**src/rtl/spi_reg_pkg.sv**
```systemverilog
// Shared types and constants for the SPI register-access controller.
package spi_reg_pkg;

    typedef enum logic [1:0] {
        ST_IDLE = 2'd0,
        ST_CMD  = 2'd1,
        ST_DATA = 2'd2
    } state_e;

    localparam int CMD_RW_BIT = 7;
    localparam int BYTE_W     = 8;
    localparam int DEF_ADDR_W = 7;
    localparam int DEF_DATA_W = 8;

endpackage

```
**src/rtl/spi_reg_ctrl.sv**
```systemverilog
// SPI slave frame decoder: command byte {rw, addr} followed by auto-incrementing
// burst data bytes, translated into single-cycle register read/write strobes.
module spi_reg_ctrl
    import spi_reg_pkg::*;
#(
    parameter int ADDR_W = DEF_ADDR_W,
    parameter int DATA_W = DEF_DATA_W
) (
    input  logic              clk,
    input  logic              nrst,
    input  logic              spi_reset,
    input  logic              spi_read,
    input  logic              spi_write,
    input  logic              mosi_in,
    output logic              miso,
    output logic              miso_oe,
    output logic [ADDR_W-1:0] reg_addr,
    output logic [DATA_W-1:0] reg_wdata,
    output logic              reg_we,
    output logic              reg_re,
    input  logic [DATA_W-1:0] reg_rdata,
    output logic              frame_active
);

    state_e              state_q, state_d;
    logic [2:0]          bit_cnt_q, bit_cnt_d;
    logic [BYTE_W-1:0]   rx_q, rx_d;
    logic [BYTE_W-1:0]   rx_shift;
    logic [DATA_W-1:0]   tx_q, tx_d;
    logic                rw_q, rw_d;
    logic                miso_q, miso_d;
    logic                oe_q, oe_d;
    logic [ADDR_W-1:0]   addr_q, addr_d;
    logic [DATA_W-1:0]   wdata_q, wdata_d;
    logic                we_q, we_d;
    logic                re_q, re_d;
    logic                load_q, load_d;
    logic                active_q, active_d;

    assign rx_shift = (rx_q << 1) | BYTE_W'(mosi_in);

    always_comb begin
        state_d   = state_q;
        bit_cnt_d = bit_cnt_q;
        rx_d      = rx_q;
        tx_d      = tx_q;
        rw_d      = rw_q;
        miso_d    = miso_q;
        oe_d      = oe_q;
        addr_d    = addr_q;
        wdata_d   = wdata_q;
        we_d      = 1'b0;
        re_d      = 1'b0;
        // reg_rdata arrives one clk after reg_re; catch it one cycle later
        load_d    = re_q;
        active_d  = active_q;

        if (load_q) begin
            tx_d = reg_rdata;
        end
        if (we_q) begin
            addr_d = addr_q + ADDR_W'(1);
        end

        if (spi_reset) begin
            state_d   = ST_CMD;
            bit_cnt_d = 3'd0;
            rx_d      = '0;
            oe_d      = 1'b0;
            active_d  = 1'b1;
        end else if (state_q != ST_IDLE) begin
            if (spi_read) begin
                rx_d      = rx_shift;
                bit_cnt_d = bit_cnt_q + 3'd1;
                if (bit_cnt_q == 3'd7) begin
                    if (state_q == ST_CMD) begin
                        state_d = ST_DATA;
                        rw_d    = rx_shift[CMD_RW_BIT];
                        addr_d  = ADDR_W'(rx_shift[CMD_RW_BIT-1:0]);
                        oe_d    = rx_shift[CMD_RW_BIT];
                        re_d    = rx_shift[CMD_RW_BIT];
                    end else if (rw_q) begin
                        // prefetch the next byte of a burst read
                        addr_d = addr_q + ADDR_W'(1);
                        re_d   = 1'b1;
                    end else begin
                        wdata_d = DATA_W'(rx_shift);
                        we_d    = 1'b1;
                    end
                end
            end
            if (spi_write && (state_q == ST_DATA) && rw_q) begin
                miso_d = tx_q[DATA_W-1];
                tx_d   = tx_q << 1;
            end
        end
    end

    always_ff @(posedge clk or negedge nrst) begin
        if (!nrst) begin
            state_q   <= ST_IDLE;
            bit_cnt_q <= 3'd0;
            rx_q      <= '0;
            tx_q      <= '0;
            rw_q      <= 1'b0;
            miso_q    <= 1'b0;
            oe_q      <= 1'b0;
            addr_q    <= '0;
            wdata_q   <= '0;
            we_q      <= 1'b0;
            re_q      <= 1'b0;
            load_q    <= 1'b0;
            active_q  <= 1'b0;
        end else begin
            state_q   <= state_d;
            bit_cnt_q <= bit_cnt_d;
            rx_q      <= rx_d;
            tx_q      <= tx_d;
            rw_q      <= rw_d;
            miso_q    <= miso_d;
            oe_q      <= oe_d;
            addr_q    <= addr_d;
            wdata_q   <= wdata_d;
            we_q      <= we_d;
            re_q      <= re_d;
            load_q    <= load_d;
            active_q  <= active_d;
        end
    end

    assign miso         = miso_q;
    assign miso_oe      = oe_q;
    assign reg_addr     = addr_q;
    assign reg_wdata    = wdata_q;
    assign reg_we       = we_q;
    assign reg_re       = re_q;
    assign frame_active = active_q;

endmodule

```
**config.mk**
```make
export PLATFORM = sky130hd
export DESIGN_NAME = spi_reg_ctrl
export DESIGN_NICKNAME = d
export VERILOG_FILES = /design/src/rtl/spi_reg_pkg.sv /design/src/rtl/spi_reg_ctrl.sv
export SDC_FILE = /design/constraint.sdc
export NUM_CORES = 1
export LEC_CHECK = 0
export CAP_MARGIN = 20
export CORE_MARGIN = 5
export CORE_UTILIZATION = 45
export DETAILED_ROUTE_END_ITERATION = 8
export PLACE_DENSITY = 0.7
export SLEW_MARGIN = 20
export SYNTH_ARGS = -nofsm -noshare
export SYNTH_HDL_FRONTEND = slang
export SYNTH_SLANG_ARGS = --single-unit
```
**constraint.sdc**
```tcl
create_clock -name clk -period 2.4 [get_ports clk]
set_clock_uncertainty 0.15 [all_clocks]
set_input_delay 0.48 -clock clk [delete_from_list [all_inputs] [get_ports clk]]
set_output_delay 0.48 -clock clk [all_outputs]
set_load 0.05 [all_outputs]
```
# == Word level (Yosys, flattened, before mapping) ==
# Cells that the tools add are included.
# word_totals
reg_bits,42
out_inout_bits,20
word_cells,73
inputBits,14
# classes
muxes,39
addsub,2
n_reduce_logical,12
n_eq_ne,3
n_bitwise,4
# op_table
op,n
7-bit 2-to-1 mux,10
8-bit 2-to-1 mux,4
1-bit 2-to-1 mux,17
2-bit 2-to-1 mux,5
2-bit nonzero test,5
3-bit 2-to-1 mux,3
8-bit by 1-bit OR with 8-bit output,1
7-bit by 1-bit adder with 7-bit output (second input constant),1
6-bit AND reduction,1
5-bit AND reduction,1
4-bit AND reduction,1
3-bit by 1-bit adder with 3-bit output (second input constant),1
3-bit == test (second input constant),1
1-bit NOT,3
3-bit AND reduction,1
2-bit by 1-bit == test with 1-bit output (second input constant),1
2-bit == test (second input constant),1
1-bit logical AND,2
2-bit AND reduction,1

# == Depth between registers and ports, before layout ==
# Gate-level depths: netlist of run 1.
# depth
ltp_word,8
depth_mapped,7
mapped_depth_nobuf,6

# == Worst setup path before layout of run 1 ==
# OpenSTA, ideal clock, no wires.
# synth_timing
path_type,reg-to-reg
from,"register addr_q[0], in the netlist reg_addr[0]"
to,"register addr_q[6], in the netlist reg_addr[6]"
path_buffers,0
path_stages_with_launch,6
t_required_ns,2.174
synth_period_minus_slack_ns,1.802
setup_time_ns,0.076
setup_slack_ns,0.598
arrival_time_ns,1.576
cell_sequence,dfrtp_1 ha_1 and3_1 and3_1 a31o_1 o21ai_1
# synth_between
elab_chain_len,8
# synth_lines
item,line_no,rtl
start: declaration,spi_reg_ctrl.sv:33,"logic [ADDR_W-1:0] addr_q, addr_d;"
start signal: assignment,spi_reg_ctrl.sv:122,addr_q <= addr_d;
7-bit by 1-bit adder with 7-bit output (*),"spi_reg_ctrl.sv:62, spi_reg_ctrl.sv:84",
7-bit 2-to-1 mux,spi_reg_ctrl.sv:61,if (we_q) begin
7-bit 2-to-1 mux,spi_reg_ctrl.sv:82,end else if (rw_q) begin
7-bit 2-to-1 mux,spi_reg_ctrl.sv:76,if (state_q == ST_CMD) begin
7-bit 2-to-1 mux,spi_reg_ctrl.sv:75,if (bit_cnt_q == 3'd7) begin
7-bit 2-to-1 mux,spi_reg_ctrl.sv:72,if (spi_read) begin
7-bit 2-to-1 mux,spi_reg_ctrl.sv:71,end else if (state_q != ST_IDLE) begin
7-bit 2-to-1 mux (*),spi_reg_ctrl.sv:65,if (spi_reset) begin
named net addr_d[6],spi_reg_ctrl.sv:33,
# The timed path passes the listed nets; every way through them passes the cells marked *.
# A chain may end at the register's enable or synchronous reset.

# == Worst setup path in the final report of run 1 ==
# layout_timing
from,"register we_q, in the netlist reg_we"
to,output reg_we
# layout_rtl
item,line_no,rtl
start: declaration,spi_reg_ctrl.sv:35,"logic we_q, we_d;"
start signal: assignment,spi_reg_ctrl.sv:124,we_q <= we_d;
end: declaration,spi_reg_ctrl.sv:19,"output logic reg_we,"
# No word-level cell between the ends.

==> metrics.yaml, run 1 <==
outcome: "finished clean"
floorplan.die.width_um: 75.5
topRoutingLayerUsed: "met4"
detailedPlacementHpwl_um: 2960
whs_path_depth: 0
postRouteWirelength_um: 3840
max_cap_violations: 0
timing.critical_path.arrival_ns: 1.67
max_freq_mhz: 435
fp.dieH_um: 75.5
yosys_register_bits: 42
hold_viol_final: 0
synth_cell_types: 41
holdPathEnd: "load_q"
cts.hold.buffers_added: 1
gpl.final_weighted_congestion: 0.932
cts_sinks: 42
synth-edff-count: 0
synth.yosys.seq_area_share_pct: 54.4
detailroute.wirelength.met3_um: 206
regToRegSetupSlack_ns: 0.48
rsz_0062_raised_after_global_routing: "no"
ctsResizeCount: 0
drt_first_pass_iters: 4
internal_power_uw: 1190
tritoncts: "done"
floorplan.initialDensity_pct: 47.3
detail_route.drc_violations: 0
wl_per_cell_um: 15.0
min_from: "reg_re"
clk_root_buffer_cell: "sky130_fd_sc_hd__clkbuf_8"
drt.antenna.violating_nets: 0
vias_per_cell: 5.34
insertedDiodeCount: 0
clockBufferDepth: 2
clock_power_share_pct: 46.2
crit_path_max_incr_delay_ns: 0.87
grt_remaining_overflow: 0
final_period_demand_of_the_worst_path_ns: 2.30
asyncSetResetFlopFracSynth_pct: 100
synth_fp_nets: 179
cts.htree.levels: 2
grt_usage_pct: 15.5
routedLengthMet1_um: 1630
path_cells: "clkdlybuf4s50_1"
place.port_buffers: 33
top_fanout_value_on_the_critical_path: 7
critical-path-slowest-cell: "sky130_fd_sc_hd__clkdlybuf4s50_1"
netSwitchingPower_uw: 271
crit_family: "buffers and inverters"
clk_transition_reported_paths_ns: 0.08
final_cell_count_no_fill: 256
leakagePower_uw: 0.00117
timing.critical_path.required_ns: 1.77
core-area_um2: 4090
cellPowerDensity_nw_per_um2: 588
post_syn_area_per_cell_um2: 11.9
pin_count: 34
min_path_type: "register to register"
site_rows: 23
number_of_antenna_violations_at_the_first_check_in_global_routing: 0
fin_worst_hold_slack_ns: 0.231
finalSetupTns_ns: 0
drt-initial-drc-count: 43
p_sw_share_pct: 18.5
peakVddDrop_v: 0.000360
synthFlopType: "sky130_fd_sc_hd__dfrtp_1"
dpl.cell_count: 247
critPathCaptureType: "output port"
clock_latency_ns: 0.29
regToRegStartpoint: "bit_cnt_q[0]"
timing.max_slew.rel_slack_pct: 66.2
number_of_vias_after_detailed_routing: 1368
worst_setup_path_start_kind: "register"
die-area_um2: 5700
cts_setup_buffers: 0
first_global_vias: 1421
net_total_in_the_final_layout: 222
worst_slew_pin_slew_ns: 0.505
fraction_of_final_layout_cells_with_drive_strength_greater_than_1_pct: 13.6
reg2reg_depth: 7
slew_viol_final: 0
finalCritPeriodShare_pct: 95.9
area_growth_syn_to_layout_pct: 28.8
first_pass_grt_wire_length_um: 6660
totalPowerFinal_uw: 1460
comb_pwr_share_pct: 4.7
dr_wl_met2_um: 1950
critical_path.reg2reg.endpoint: "reg_addr[2]"
tritoncts.num_buffers: 5
path_class: "register to output port"
number_of_buffers_and_inverters_on_the_critical_path: 1
grt_start_max_net_pins: 20
ys_warn_count: 0
post_synth_inst_count: 162
post_synthesis_instance_area_um2: 1930
power_frac_seq_pct: 49.2
finalSetupViolations: 0
==> cell usage after synthesis (2+ instances only) <==
cell type	instances	area, um2
sky130_fd_sc_hd__a21oi_1	9	45.0
sky130_fd_sc_hd__a221o_1	3	30.0
sky130_fd_sc_hd__a22oi_1	2	15.0
sky130_fd_sc_hd__a31o_1	3	26.3
sky130_fd_sc_hd__and3_1	2	12.5
sky130_fd_sc_hd__buf_6	3	33.8
sky130_fd_sc_hd__clkbuf_1	2	7.51
sky130_fd_sc_hd__dfrtp_1	42	1050
sky130_fd_sc_hd__ha_1	3	37.5
sky130_fd_sc_hd__mux2_1	8	90.1
sky130_fd_sc_hd__mux2_2	2	22.5
sky130_fd_sc_hd__mux2i_1	19	190
sky130_fd_sc_hd__nand2_1	5	18.8
sky130_fd_sc_hd__nand3_1	2	10.0
sky130_fd_sc_hd__nand4_1	2	12.5
sky130_fd_sc_hd__nor2_1	25	93.8
sky130_fd_sc_hd__o21ai_1	2	10.0
sky130_fd_sc_hd__o22ai_1	2	12.5
sky130_fd_sc_hd__xor2_1	4	35.0
==> sequential cells by signal, summed over array words and instances, names as in the netlist <==
| signal | flops |
|---|---|
| bit_cnt_q | 3 |
| miso | 1 |
| tx_q | 8 |
| rx_q | 7 |
| frame_active | 1 |
| reg_wdata | 8 |
| reg_we | 1 |
| load_q | 1 |
| reg_addr | 7 |
| state_q | 2 |
| reg_re | 1 |
| miso_oe | 1 |
| rw_q | 1 |
==> per-stage QoR <==
| stage | setup WS, ns | utilization (%) | cell area (um2) |
|---|---|---|---|
| detailed placement | 0.170 | 57.1 | 2330 |
| global route | 0.0354 | 60.9 | 2490 |
| floorplan | 0.598 | - | 1930 |
| finish | 0.0990 | 60.9 | 2490 |
| global placement | 0.227 | 57.1 | 2330 |
| CTS | 0.0775 | 60.9 | 2490 |
==> power by group through the flow <==
stage          sequential [uW]  combinational, uW  clock (uW)
3_5_place_dp               733               68.6           0
4_1_cts                    718               70.1         691
6_report                   719               68.1         675
3_3_place_gp               732               66.4           0
2_1_floorplan              733               20.0           0
5_1_grt                    719               76.1         727
==> layout by cell type (no fill, tap or decap), drive strengths merged, types with 2 or more instances in the layout <==
cell	synthesis	routed
a31o	3	3
and3	2	2
o22ai	2	2
ha	3	3
clkdlybuf4s50	0	32
nand4	2	2
nand2	6	6
a221o	3	3
nor3b	2	2
a22oi	2	2
nor2	26	26
clkbuf	2	6
bufinv	0	2
or2	2	2
a31oi	2	2
xor2	4	4
mux2	10	10
buf	5	10
o21ai	3	3
dfrtp	42	42
a21oi	9	9
mux2i	19	19
nand3	2	2
==> final cells by class <==
type / instances / area [um2]
clock buffers: 6 / 82.6
clock inverters: 2 / 60.1
fillers: 344 / 1600
inverters: 1 / 3.75
multi-input cells: 112 / 825
flip-flops and latches: 42 / 1050
well taps: 50 / 62.6
repair buffers: 43 / 403
==> how the worst max path moves through the flow <==
stage                      startpoint     endpoint  cells after the start
after detailed placement    spi_reset  reg_addr[2]                      6
final                          reg_we       reg_we                      1
after CTS                      reg_we       reg_we                      1
after global routing           reg_we       reg_we                      1
after floorplan           reg_addr[0]  reg_addr[6]                      5
after global placement      spi_reset  reg_addr[2]                      6
==> logic make-up (layout without fill, tap and decap cells) <==
logic type,Yosys count,in the layout,share of synthesized area [%]
multiplexers,29,29,15.7
buffers and inverters,8,52,2.91
AND/OR/NAND/NOR,49,49,13.1
XOR/XNOR,5,5,2.27
adder cells (fa/ha/maj),3,3,1.94
AO/OA/AOI/OAI,26,26,9.65
flip-flops,42,42,54.4
==> metal layers <==
metal / vias up / GRT usage, %
met1: 678 / 18.9
met5: - / 0
li1: 655 / -
met4: 0 / 4.47
met3: 5 / 4.22
met2: 30 / 26.9
(Power assumes the default switching activity.)
==> run 2: changes to the inputs <==
--- a/config.mk
+++ b/config.mk
@@ -5,11 +5,12 @@
 export SDC_FILE = /design/constraint.sdc
 export NUM_CORES = 1
 export LEC_CHECK = 0
+export ABC_AREA = 1
 export CAP_MARGIN = 20
 export CORE_MARGIN = 5
 export CORE_UTILIZATION = 45
 export DETAILED_ROUTE_END_ITERATION = 8
-export PLACE_DENSITY = 0.7
+export PLACE_DENSITY = 0.69
 export SLEW_MARGIN = 20
 export SYNTH_ARGS = -nofsm -noshare
 export SYNTH_HDL_FRONTEND = slang
==> metrics.yaml, run 2 <==
tritoncts.num_buffers: 5
cts_sinks: 42
top_fanout_value_on_the_critical_path: 7
core-area_um2: 4440
synth.area.top_cells: "sky130_fd_sc_hd__dfrtp_1, sky130_fd_sc_hd__nand2_1, sky130_fd_sc_hd__nand3_1, sky130_fd_sc_hd__nor2_1, sky130_fd_sc_hd__inv_1"
detailedPlacementHpwl_um: 3190
site_rows: 24
yosys-top-cells-count: "sky130_fd_sc_hd__nand2_1, sky130_fd_sc_hd__dfrtp_1, sky130_fd_sc_hd__nor2_1"
timing.critical_path.required_ns: 1.77
clockBufferDepth: 2
fillers: 421
fp.dieH_um: 78.2
grt_remaining_overflow: 0
detail_route.drc_violations: 0
post_synthesis_instance_area_um2: 2100
layout.cells.most_common: "sky130_fd_sc_hd__nand2_1"
pin_count: 34
place.port_buffers: 33
asyncSetResetFlopFracSynth_pct: 100
clk_root_buffer_cell: "sky130_fd_sc_hd__clkbuf_8"
ys_warn_count: 0
crit_path_max_incr_delay_ns: 0.86
floorplan.initialDensity_pct: 47.2
slew_viol_final: 0
max_freq_mhz: 439
first_global_vias: 1677
dp_worst_setup_slack_ns: 0.331
die-area_um2: 6120
finalSetupViolations: 0
vias_per_cell: 4.95
crit_family: "buffers and inverters"
worst_slew_pin_slew_ns: 0.525
drt.antenna.violating_nets: 0
yosys.cell_count.top_type: "sky130_fd_sc_hd__nand2_1"
multi_input_area_um2: 895
critical-path-slowest-cell: "sky130_fd_sc_hd__clkdlybuf4s50_1"
timing.max_slew.rel_slack_pct: 65.0
insertedDiodeCount: 0
path_cells: "clkdlybuf4s50_1"
peakVddDrop_v: 0.000420
ctsResizeCount: 0
synth.yosys.seq_area_share_pct: 50.1
number_of_buffers_and_inverters_on_the_critical_path: 1
worst_setup_path_start_kind: "register"
worst_slack_ns: 0.121
path_class: "register to output port"
rsz_0062_raised_after_global_routing: "no"
grt_start_max_net_pins: 25
timing.critical_path.arrival_ns: 1.65
area_growth_syn_to_layout_pct: 21.8
min_path_type: "input port to async pin"
net_total_in_the_final_layout: 298
post_syn_area_per_cell_um2: 8.62
critPathCaptureType: "output port"
cts.hold.buffers_added: 0
leakagePower_uw: 0.00119
drt-initial-drc-count: 75
first_pass_grt_wire_length_um: 7550
netlist.top_cell.by_area: "sky130_fd_sc_hd__dfrtp_1"
finalSetupTns_ns: 0
synth-edff-count: 0
cellPowerDensity_nw_per_um2: 485
cts.htree.levels: 2
sequential_cell_area_um2: 1050
number_of_antenna_violations_at_the_first_check_in_global_routing: 0
wl_per_cell_um: 12.4
finalCritPeriodShare_pct: 95.0
totalPowerFinal_uw: 1240
layout_common_cells: "sky130_fd_sc_hd__nand2_1, sky130_fd_sc_hd__dfrtp_1, sky130_fd_sc_hd__clkdlybuf4s50_1, sky130_fd_sc_hd__nor2_1, sky130_fd_sc_hd__nand3_1"
number_of_vias_after_detailed_routing: 1653
floorplan.die.width_um: 78.2
fin_worst_hold_slack_ns: 0.00748
max_cap_violations: 0
synth_fp_nets: 260
cts_setup_buffers: 0
clock_latency_ns: 0.29
grt_usage_pct: 15.4
hold_viol_final: 0
outcome: "finished clean"
post_synth_inst_count: 243
tritoncts: "done"
postRouteWirelength_um: 4150
drt_first_pass_iters: 4
dpl.cell_count: 326
yosys_register_bits: 42
clk_transition_reported_paths_ns: 0.08
final_cell_count_no_fill: 334
fraction_of_final_layout_cells_with_drive_strength_greater_than_1_pct: 11.3
gpl.final_weighted_congestion: 0.771
final_period_demand_of_the_worst_path_ns: 2.28
synthFlopType: "sky130_fd_sc_hd__dfrtp_1"
synth_cell_types: 29
yosysTopAreaCellShare_pct: 50.1
==> run 2: cell count changes after synthesis, moves of 3 or more <==
cell / change
sky130_fd_sc_hd__o21ai_2: +8
sky130_fd_sc_hd__nand2_1: +61
sky130_fd_sc_hd__a31o_1: -3
sky130_fd_sc_hd__a221o_1: -3
sky130_fd_sc_hd__inv_1: +22
sky130_fd_sc_hd__mux2i_1: -18
sky130_fd_sc_hd__o21ai_0: +12
sky130_fd_sc_hd__mux2_1: -8
sky130_fd_sc_hd__a31oi_1: +6
sky130_fd_sc_hd__a21oi_1: -5
sky130_fd_sc_hd__nand2_2: +3
sky130_fd_sc_hd__nand3_1: +22
==> run 2: path summary, 6_finish.rpt <==
check	start	end	slack, ns	depth (start not counted)
worst min-delay path	nrst	bit_cnt_q[1]	0.007	1
worst min register to register	reg_re	load_q	0.23	0
max in group asynchronous	nrst	reg_addr[5]	1.55	2
worst max register to register	bit_cnt_q[0]	reg_addr[1]	0.67	8
min in group clk	reg_re	load_q	0.23	0
worst max-delay path	reg_we	reg_we	0.12	1
==> run 2: cell type report <==
type	instances	area share, %
Sequential cell	42	41.2
Multi-Input combinational cell	170	35.0
Timing Repair Buffer	36	13.6
Inverter	26	4.22
Clock buffer	6	2.84
Tap cell	52	2.55
Clock inverter	2	0.539
==> run 2: cell families (layout without fill, tap and decap cells) <==
logic type | Yosys count | after routing | share of synthesized area, %
AO/OA/AOI/OAI | 37 | 37 | 11.7
AND/OR/NAND/NOR | 125 | 125 | 27.0
adder cells (fa/ha/maj) | 3 | 3 | 1.79
multiplexers | 1 | 1 | 0.478
buffers and inverters | 31 | 70 | 7.16
XOR/XNOR | 4 | 4 | 1.67
flip-flops | 42 | 42 | 50.1
==> run 2: stage by stage <==
stage	util [%]	instance area [um2]
detailed placement	55.5	2470
floorplan	-	2100
finish	57.4	2550
CTS	57.4	2550
global route	57.4	2550
global placement	55.5	2470
==> run 2: power by group <==
part           internal, uW  switching, uW  leakage, uW  total, uW
logic                  30.9           41.5     0.000631       72.4
registers               714           6.21     0.000517        721
clock network           205            239    0.0000452        444
total                   951            287      0.00119       1240
==> run 2: per-layer routing <==
metal / track usage (%) / vias to the layer above / part of all wire [%]
met5: 0 / - / 0
met4: 4.72 / 0 / 1.2
met3: 4.35 / 4 / 3.5
met2: 25.7 / 20 / 48
met1: 19.4 / 769 / 47
li1: - / 860 / -
==> run 3: changes to the inputs <==
--- a/config.mk
+++ b/config.mk
@@ -11,7 +11,6 @@
 export CORE_UTILIZATION = 45
 export DETAILED_ROUTE_END_ITERATION = 8
 export PLACE_DENSITY = 0.69
-export SLEW_MARGIN = 20
 export SYNTH_ARGS = -nofsm -noshare
 export SYNTH_HDL_FRONTEND = slang
 export SYNTH_SLANG_ARGS = --single-unit
==> results of run 3 <==
Same layout as run 2: the final DEF is identical, and so are final timing and power.
